==> src/rtl/writeback_arbiter.sv <==
// writeback_arbiter
// Collects results from N_UNITS calculation units into small per-unit FIFOs and
// grants at most one per cycle onto the register-file write port. A result for
// x0 is retired (retire_o) without asserting the write enable.
//
// Ports
//   clk, rst          clock, synchronous active-high reset
//   flush             drop every buffered and same-cycle result
//   unit_v/rd/data    per-unit result offer (rd and data packed, unit 0 in LSBs)
//   unit_ready        per-unit buffer not full (registered)
//   res_v/adr/data    register-file write port (registered)
//   retire_o          one pulse per result leaving the block, x0 included
//
// Build option
//   WB_ARB_ROUND_ROBIN_EN  round-robin grant starting after the last winner;
//                          undefined -> fixed priority, lowest unit index wins.
module writeback_arbiter #(
  parameter int N_UNITS = 3,
  parameter int DEPTH   = 2,
  parameter int DATA_W  = 32
) (
  input  logic                       clk,
  input  logic                       rst,
  input  logic                       flush,
  input  logic [N_UNITS-1:0]         unit_v,
  input  logic [N_UNITS*5-1:0]       unit_rd,
  input  logic [N_UNITS*DATA_W-1:0]  unit_data,
  output logic [N_UNITS-1:0]         unit_ready,
  output logic                       res_v,
  output logic [4:0]                 res_adr,
  output logic [DATA_W-1:0]          res_data,
  output logic                       retire_o
);

  localparam int PTR_W = $clog2(DEPTH);
  localparam int CNT_W = PTR_W + 1;
  localparam int IDX_W = (N_UNITS > 1) ? $clog2(N_UNITS) : 1;
  localparam logic [CNT_W-1:0] FULL = CNT_W'(DEPTH);

  logic [4:0]        rd_mem   [N_UNITS][DEPTH];
  logic [DATA_W-1:0] data_mem [N_UNITS][DEPTH];
  logic [CNT_W-1:0]  count_q  [N_UNITS];
  logic [CNT_W-1:0]  count_d  [N_UNITS];
  logic [PTR_W-1:0]  wptr_q   [N_UNITS];
  logic [PTR_W-1:0]  rptr_q   [N_UNITS];
  logic [N_UNITS-1:0] ready_q;
  logic [N_UNITS-1:0] push;
  logic [N_UNITS-1:0] pop;

  logic              res_v_q, retire_q;
  logic [4:0]        res_adr_q;
  logic [DATA_W-1:0] res_data_q;

  logic              gnt;
  logic [IDX_W-1:0]  gnt_idx;
  logic [4:0]        head_rd;
  logic [DATA_W-1:0] head_data;

`ifdef WB_ARB_ROUND_ROBIN_EN
  logic [IDX_W-1:0]  ptr_q;
`endif

  always_comb begin
    gnt     = 1'b0;
    gnt_idx = '0;
    // Lowest non-empty index overall.
    for (int i = N_UNITS - 1; i >= 0; i--) begin
      if (count_q[i] != '0) begin
        gnt     = 1'b1;
        gnt_idx = IDX_W'(i);
      end
    end
`ifdef WB_ARB_ROUND_ROBIN_EN
    // Lowest non-empty index at or above the pointer overrides the wrap-around pick.
    for (int i = N_UNITS - 1; i >= 0; i--) begin
      if (count_q[i] != '0 && IDX_W'(i) >= ptr_q) begin
        gnt_idx = IDX_W'(i);
      end
    end
`endif
    if (flush) gnt = 1'b0;

    pop       = '0;
    head_rd   = '0;
    head_data = '0;
    for (int i = 0; i < N_UNITS; i++) begin
      if (gnt && gnt_idx == IDX_W'(i)) begin
        pop[i]    = 1'b1;
        head_rd   = rd_mem[i][rptr_q[i]];
        head_data = data_mem[i][rptr_q[i]];
      end
    end

    for (int i = 0; i < N_UNITS; i++) begin
      push[i]    = unit_v[i] & ready_q[i] & ~flush;
      count_d[i] = flush ? '0
                 : count_q[i] + CNT_W'(push[i]) - CNT_W'(pop[i]);
    end
  end

  always_ff @(posedge clk) begin
    if (rst) begin
      for (int i = 0; i < N_UNITS; i++) begin
        count_q[i] <= '0;
        wptr_q[i]  <= '0;
        rptr_q[i]  <= '0;
      end
      ready_q    <= '0;
      res_v_q    <= 1'b0;
      retire_q   <= 1'b0;
      res_adr_q  <= '0;
      res_data_q <= '0;
`ifdef WB_ARB_ROUND_ROBIN_EN
      ptr_q      <= '0;
`endif
    end else begin
      for (int i = 0; i < N_UNITS; i++) begin
        count_q[i] <= count_d[i];
        ready_q[i] <= (count_d[i] < FULL);
        if (flush) begin
          wptr_q[i] <= '0;
          rptr_q[i] <= '0;
        end else begin
          if (push[i]) wptr_q[i] <= wptr_q[i] + 1'b1;
          if (pop[i])  rptr_q[i] <= rptr_q[i] + 1'b1;
        end
      end
      retire_q <= gnt;
      res_v_q  <= gnt && (head_rd != 5'd0);
      if (gnt && head_rd != 5'd0) begin
        res_adr_q  <= head_rd;
        res_data_q <= head_data;
      end
`ifdef WB_ARB_ROUND_ROBIN_EN
      if (gnt) ptr_q <= (gnt_idx == IDX_W'(N_UNITS - 1)) ? '0 : gnt_idx + 1'b1;
`endif
    end
  end

  // Storage needs no reset: counts gate every read.
  always_ff @(posedge clk) begin
    for (int i = 0; i < N_UNITS; i++) begin
      if (push[i]) begin
        rd_mem[i][wptr_q[i]]   <= unit_rd[i*5 +: 5];
        data_mem[i][wptr_q[i]] <= unit_data[i*DATA_W +: DATA_W];
      end
    end
  end

  assign unit_ready = ready_q;
  assign res_v      = res_v_q;
  assign res_adr    = res_adr_q;
  assign res_data   = res_data_q;
  assign retire_o   = retire_q;

endmodule

==> config.mk <==
export PLATFORM = sky130hd
export DESIGN_NAME = writeback_arbiter
export DESIGN_NICKNAME = d
export VERILOG_FILES = /design/src/rtl/writeback_arbiter.sv
export SDC_FILE = /design/constraint.sdc
export NUM_CORES = 1
export LEC_CHECK = 0
export ABC_AREA = 0
export ABC_CLOCK_PERIOD_IN_PS = 15100
export CAP_MARGIN = 20
export CORE_MARGIN = 8
export CORE_UTILIZATION = 50
export DETAILED_ROUTE_END_ITERATION = 8
export PLACE_DENSITY = 0.76
export SYNTH_ARGS = -nofsm -noshare
export SYNTH_HDL_FRONTEND = slang
export SYNTH_SLANG_ARGS = --single-unit
==> constraint.sdc <==
create_clock -name clk -period 15.1 [get_ports clk]
set_input_delay 4.53 -clock clk [delete_from_list [all_inputs] [get_ports clk]]
set_output_delay 4.53 -clock clk [all_outputs]
set_load 0.02 [all_outputs]
-- Yosys cells after proc, flatten, opt, wreduce, memory -nomap -nowiden
Memories as Yosys holds them, arrays and structs flattened.
Index checks and enable logic that the tools add are counted.
- bits in writable memories: 234
- register bits after elaboration: 42
- memories kept: 5
- equal/unequal tests: 2
- reductions and logical operators: 12
- add/sub/neg operators: 12
- bitwise logic cells: 28
- magnitude comparators: 12
- multiplexer cells: 100
- memories (name ; depth ; bits a word ; rd ports ; clocked after memory_dff ; write ports ; RTL line ; text):
    data_mem ; 3 ; 64 ; 3 ; 0 ; 3 ; 41 ; logic [DATA_W-1:0] data_mem [N_UNITS][DEPTH];
    rd_mem ; 3 ; 10 ; 3 ; 0 ; 3 ; 40 ; logic [4:0] rd_mem [N_UNITS][DEPTH];
    count_q ; 3 ; 2 ; 3 ; 0 ; 3 ; 42 ; logic [CNT_W-1:0] count_q [N_UNITS];
    rptr_q ; 3 ; 1 ; 3 ; 0 ; 3 ; 45 ; logic [PTR_W-1:0] rptr_q [N_UNITS];
    wptr_q ; 3 ; 1 ; 3 ; 0 ; 3 ; 44 ; logic [PTR_W-1:0] wptr_q [N_UNITS];
- operator list (kind ; number):
    $mux W32 ; 15
    $mux W64 ; 3
    $demux W32 S1 ; 3
    $mux W5 ; 15
    $mux W1 ; 49
    $mux W10 ; 3
    $mux W2 ; 9
    $demux W5 S1 ; 3
    $or A1 B1 Y1 ; 15
    $ge A2 B2 Y1 const B ; 6
    $not A1 Y2 ; 6
    $logic_and A1 B1 Y1 ; 7
    $add A1 B1 Y1 const B ; 6
    $add A2 B1 Y2 ; 3
    $and A1 B1 Y1 ; 6
    $lt A2 B1 Y1 const B ; 3
    $lt A2 B2 Y1 const B ; 3
    $reduce_bool A2 Y1 ; 3
    $sub A2 B1 Y2 ; 3
    $reduce_bool A5 Y1 ; 1
    $eq A2 B1 Y1 const B ; 1
    $eq A2 B2 Y1 const B ; 1
    $logic_not A2 Y1 ; 1
    $not A1 Y1 ; 1

-- Depth between registers and ports, before layout
- word-level depth: 12
- gate-level depth with buffers: 13
- mapped depth without buffers: 10

-- Worst setup path before layout
OpenSTA, ideal clock, no wires.
- kind: input-to-reg
- start point: input port flush
- end point: memory data_mem[0][160] (netlist name), enable pin
- arrival: 7.490 ns
- setup time: 0.477 ns
- buffers on the path: 2
- setup slack: 7.133 ns
- stages: 3
- path through: buf_2 > buf_1 > nor3_1
- RTL lines (element ; RTL line ; text):
    from (decl) ; 24 ; input logic flush,
    to (decl) ; 41 ;

-- Worst setup path after layout
- start point: input port flush
- end point: register res_data_q[13] (netlist: res_data[13])
- word-level cells in the longest chain between the ends: 7
- elaborated cells on any way between the ends: 12
- those cells by class: 7 x mux; 5 x reduce/logical
- RTL lines (element ; RTL line ; text):
    $mux W1 (*) ; 81 ; if (flush) gnt = 1'b0;
    $logic_and A1 B1 Y1 ; 87 ; if (gnt && gnt_idx == IDX_W'(i)) begin
    $mux W5 (3 in series) ; 87 ;
    $reduce_bool A5 Y1 ; 130 ; if (gnt && head_rd != 5'd0) begin
    $logic_and A1 B1 Y1 ; 130 ;
    to (signal assigned) ; 132 ; res_data_q <= head_data;
    to (decl) ; 52 ; logic [DATA_W-1:0] res_data_q;
Mark *: on every way between the ends. The rest lies on a longest branch, timed or not.
A chain may end at the register's enable or synchronous reset.

==> metrics.md <==
| Metric | Value |
|---|---|
| Status | finished clean |
| Met3 usage | 0.03918 |
| Full die area | 26,540 um2 |
| Syn avg cell area | 15.62 um2 |
| Leak pwr | 0.004446 uW |
| Worst hold path type | reg -> reg |
| Root buffer cell | clkbuf_16 |
| Critical path capture point type | register |
| Setup TNS | 0 ps |
| Seq pwr share | 0.502 |
| WP data required | ~15,000 ps |
| Dpl cells | 1,090 |
| Sw frac | 0.2060 |
| Slew @ Worst Pin | 1138 ps |
| Clock transition at path regs | 60 ps |
| Leading cell type in the layout, fill and taps excluded | edfxtp_1 |
| Most frequent cells in the layout | 228 x edfxtp_1, 157 x clkdlybuf4s50_1, 108 x mux2i_1 |
| Final setup fails | 0 |
| Maximum root-to-sink buffer count | 3 |
| Max VDD drop | 0.08723 mV |
| GPL Wtd Cong | 0.8035 |
| Die Wd | 162.9 um |
| Slew HR | 0.2411 |
| Die height | 162.9 um |
| Clk pwr share | 0.423 |
| Cell Pwr Density | 124.9 nW/um2 |
| Final slew viol count | 0 |
| Grt ovf | 0 |
| M2 GR Usage | 0.3312 |
| GR Util met1 | 0.2336 |
| Final worst slack | between 6000 and 7000 ps |
| Final net count | 967 |
| Clk_skew | 8.128 ps |
| Initial antenna violation count | 1 |
| Critical path's slowest cell | clkdlybuf4s50_1 |
| Layout area overhead | 25.92% |
| I/O pin cnt | 159 |
| Fin cells | 1,139 |
| Number of port buffers | 158 |
| Crit Path Max Fanout | 35 |
| Area of the mapped netlist | about 11,000 um2 |
| Post-CTS setup buffers | 0 |
| Crit Path Category | in -> reg |
| #FFs+latches synth | 276 |
| Cell breakdown of the critical path | clkdlybuf4s50_1, o21ba_2, nand2_2, inv_2, o31ai_1, nand4_2, nor2_1, o21ai_0 |
| Number of DRC markers in iteration 0 | 495 |
| Internal cell power | 1348 uW |
| CTS tree | yes |
| Post-DP HPWL | ~17,000 um |
| Final period util | 0.5625 |
| Fmax achieved | between 0.1 and 0.15 GHz |
| Sinks on Clock Net | about 280 |
| Maxcap violations | 0 |
| First-pass iteration count of the detailed router | 5 |
| H-Tree Depth | 1 |
| Post-CTS sizing | 0 |
| CTS buffer count | 27 |
| Largest delay share family, worst path | simple AND/OR/NAND/NOR gates |
| ANT cells | 0 |
| Vias in the first global route | 6,774 |
| Vias per inst | 5.657 |
| Syn Inst Count | around 690 |
| Final WL | roughly 26,000 um |
| GRT Total Usage | 0.1884 |
| R2R Setup Slk | 10,960 ps |
| Register area share after synthesis | 0.7234 |
| Synth Net Count | 814 |
| P_sw | 349.9 uW |
| Warnings from Yosys | 0 |
| Routed length per instance | 22.48 um |
| Crit path buf inv count | 2 |
| Crit path arrival time | approximately 9000 ps |
| Most used routing layer | met2 |
| CP startpoint kind | input pin |
| Core ar. | roughly 21,000 um2 |
| Routed via count | 6,443 |
| Largest stage delay, worst path | roughly 940 ps |
| Share of cells above drive strength 1 | 0.1065 |
| Logic pwr share | 0.074 |
| Final hold viol count | 0 |
| DP Worst Slack | 6119 ps |
| Unrepaired setup endpoints after global routing | no |
| Pin count of the biggest net entering global routing | 62 |
| Initial core utilization | 0.5118 |
| Routed Antenna Nets | 0 |
| Count of cell types in the netlist | 44 |
| Wire length of the first global-routing pass | around 39,000 um |
| Clk_lat worst skew | 520 ps |
| Hold buffers post-CTS | 0 |
| DRC viols | 0 |
| Period minus WS final | around 8500 ps |
| Tot Pwr | 1698 uW |
| FILL cells | 1,527 |
| # rows | between 50 and 60 |
==> power groups by stage <==
stage / clock network, uW / logic, uW / registers (uW)
finish: 719 / 126 / 853
global route: 759 / 135 / 854
CTS: 727 / 127 / 853
detailed placement: 0 / 126 / 869
global placement: 0 / 123 / 869
floorplan: 0 / 63.5 / 870
==> metal layers <==
layer,part of all wire,up-vias
li1,-,2989
met1,0.41,3195
met2,0.51,214
met3,0.056,43
met4,0.019,2
met5,0.00051,-
==> cells by family after synthesis <==
family	share of synthesized area
adder cells (fa/ha/maj)	0.006956
multiplexers	0.1056
XOR/XNOR	0.004870
AO/OA/AOI/OAI	0.07698
flip-flops	0.7234
buffers and inverters	0.02237
AND/OR/NAND/NOR	0.05982
==> stage by stage <==
step,hold slack [ps],util,instance area (um2)
after CTS,494.0,0.6445,13590
after floorplan,546.2,-,10790
after global routing,517.3,0.6445,13590
after detailed placement,485.7,0.5982,12610
final,491.5,0.6445,13590
after global placement,475.4,0.5982,12610
==> registers in the layout (all words and copies together), names as in the netlist <==
name	count
unit_ready	3
data_mem	192
rd_mem	30
wptr_q	3
retire_o	1
res_data	32
res_adr	5
count_q	6
rptr_q	3
res_v	1
==> worst min-delay path: cells and delay by family, from the launching register on <==
| family | cells | cell delay [ps] |
|---|---|---|
| compound gates | 1 | 60 |
| flops | 1 | 320 |
| simple gates | 1 | 60 |
==> cells in the mapped netlist, drive strengths merged <==
cell	number	area, um2
nor3	9	45.04
o22a	4	35.03
nor4	8	65.06
a21oi	5	25.02
ha	6	75.07
inv	11	41.29
o21bai	1	7.510
edfxtp	228	6847
or2	2	12.52
and4	1	8.760
a311oi	3	45.04
o221a	15	168.9
nand3	7	35.03
or3	1	6.260
nand2	13	67.57
xnor2	3	26.28
xor2	3	26.28
o31ai	4	35.03
o22ai	14	87.58
a211oi	15	112.6
o21ai	59	295.3
nand2b	15	93.84
and2	6	37.54
nor2	37	138.9
o32ai	1	8.760
o21ba	1	10.01
clkbuf	24	90.09
nand4b	14	122.6
dfxtp	48	960.9
buf	19	110.1
mux2	4	48.79
nand4	1	12.51
mux2i	109	1091
==> cell type report <==
class	instances	area, um2	area share
clock inverter	9	150.1	0.01105
clock buffer	40	825.8	0.06076
multi-input combinational	361	2778	0.2044
timing repair buffer	167	1644	0.1210
inverter	11	41.29	0.003038
tap	275	344.1	0.02532
sequential	276	7807	0.5745
==> worst paths after layout <==
check / to / from / cells past startpoint
min reg2reg: res_adr[3] / res_adr[3] / 2
max: res_data[13] / flush / 8
max reg2reg: res_data[13] / rptr_q[1] / 7
min: res_adr[3] / res_adr[3] / 2
Note: power is estimated with default switching activity, not from simulation.
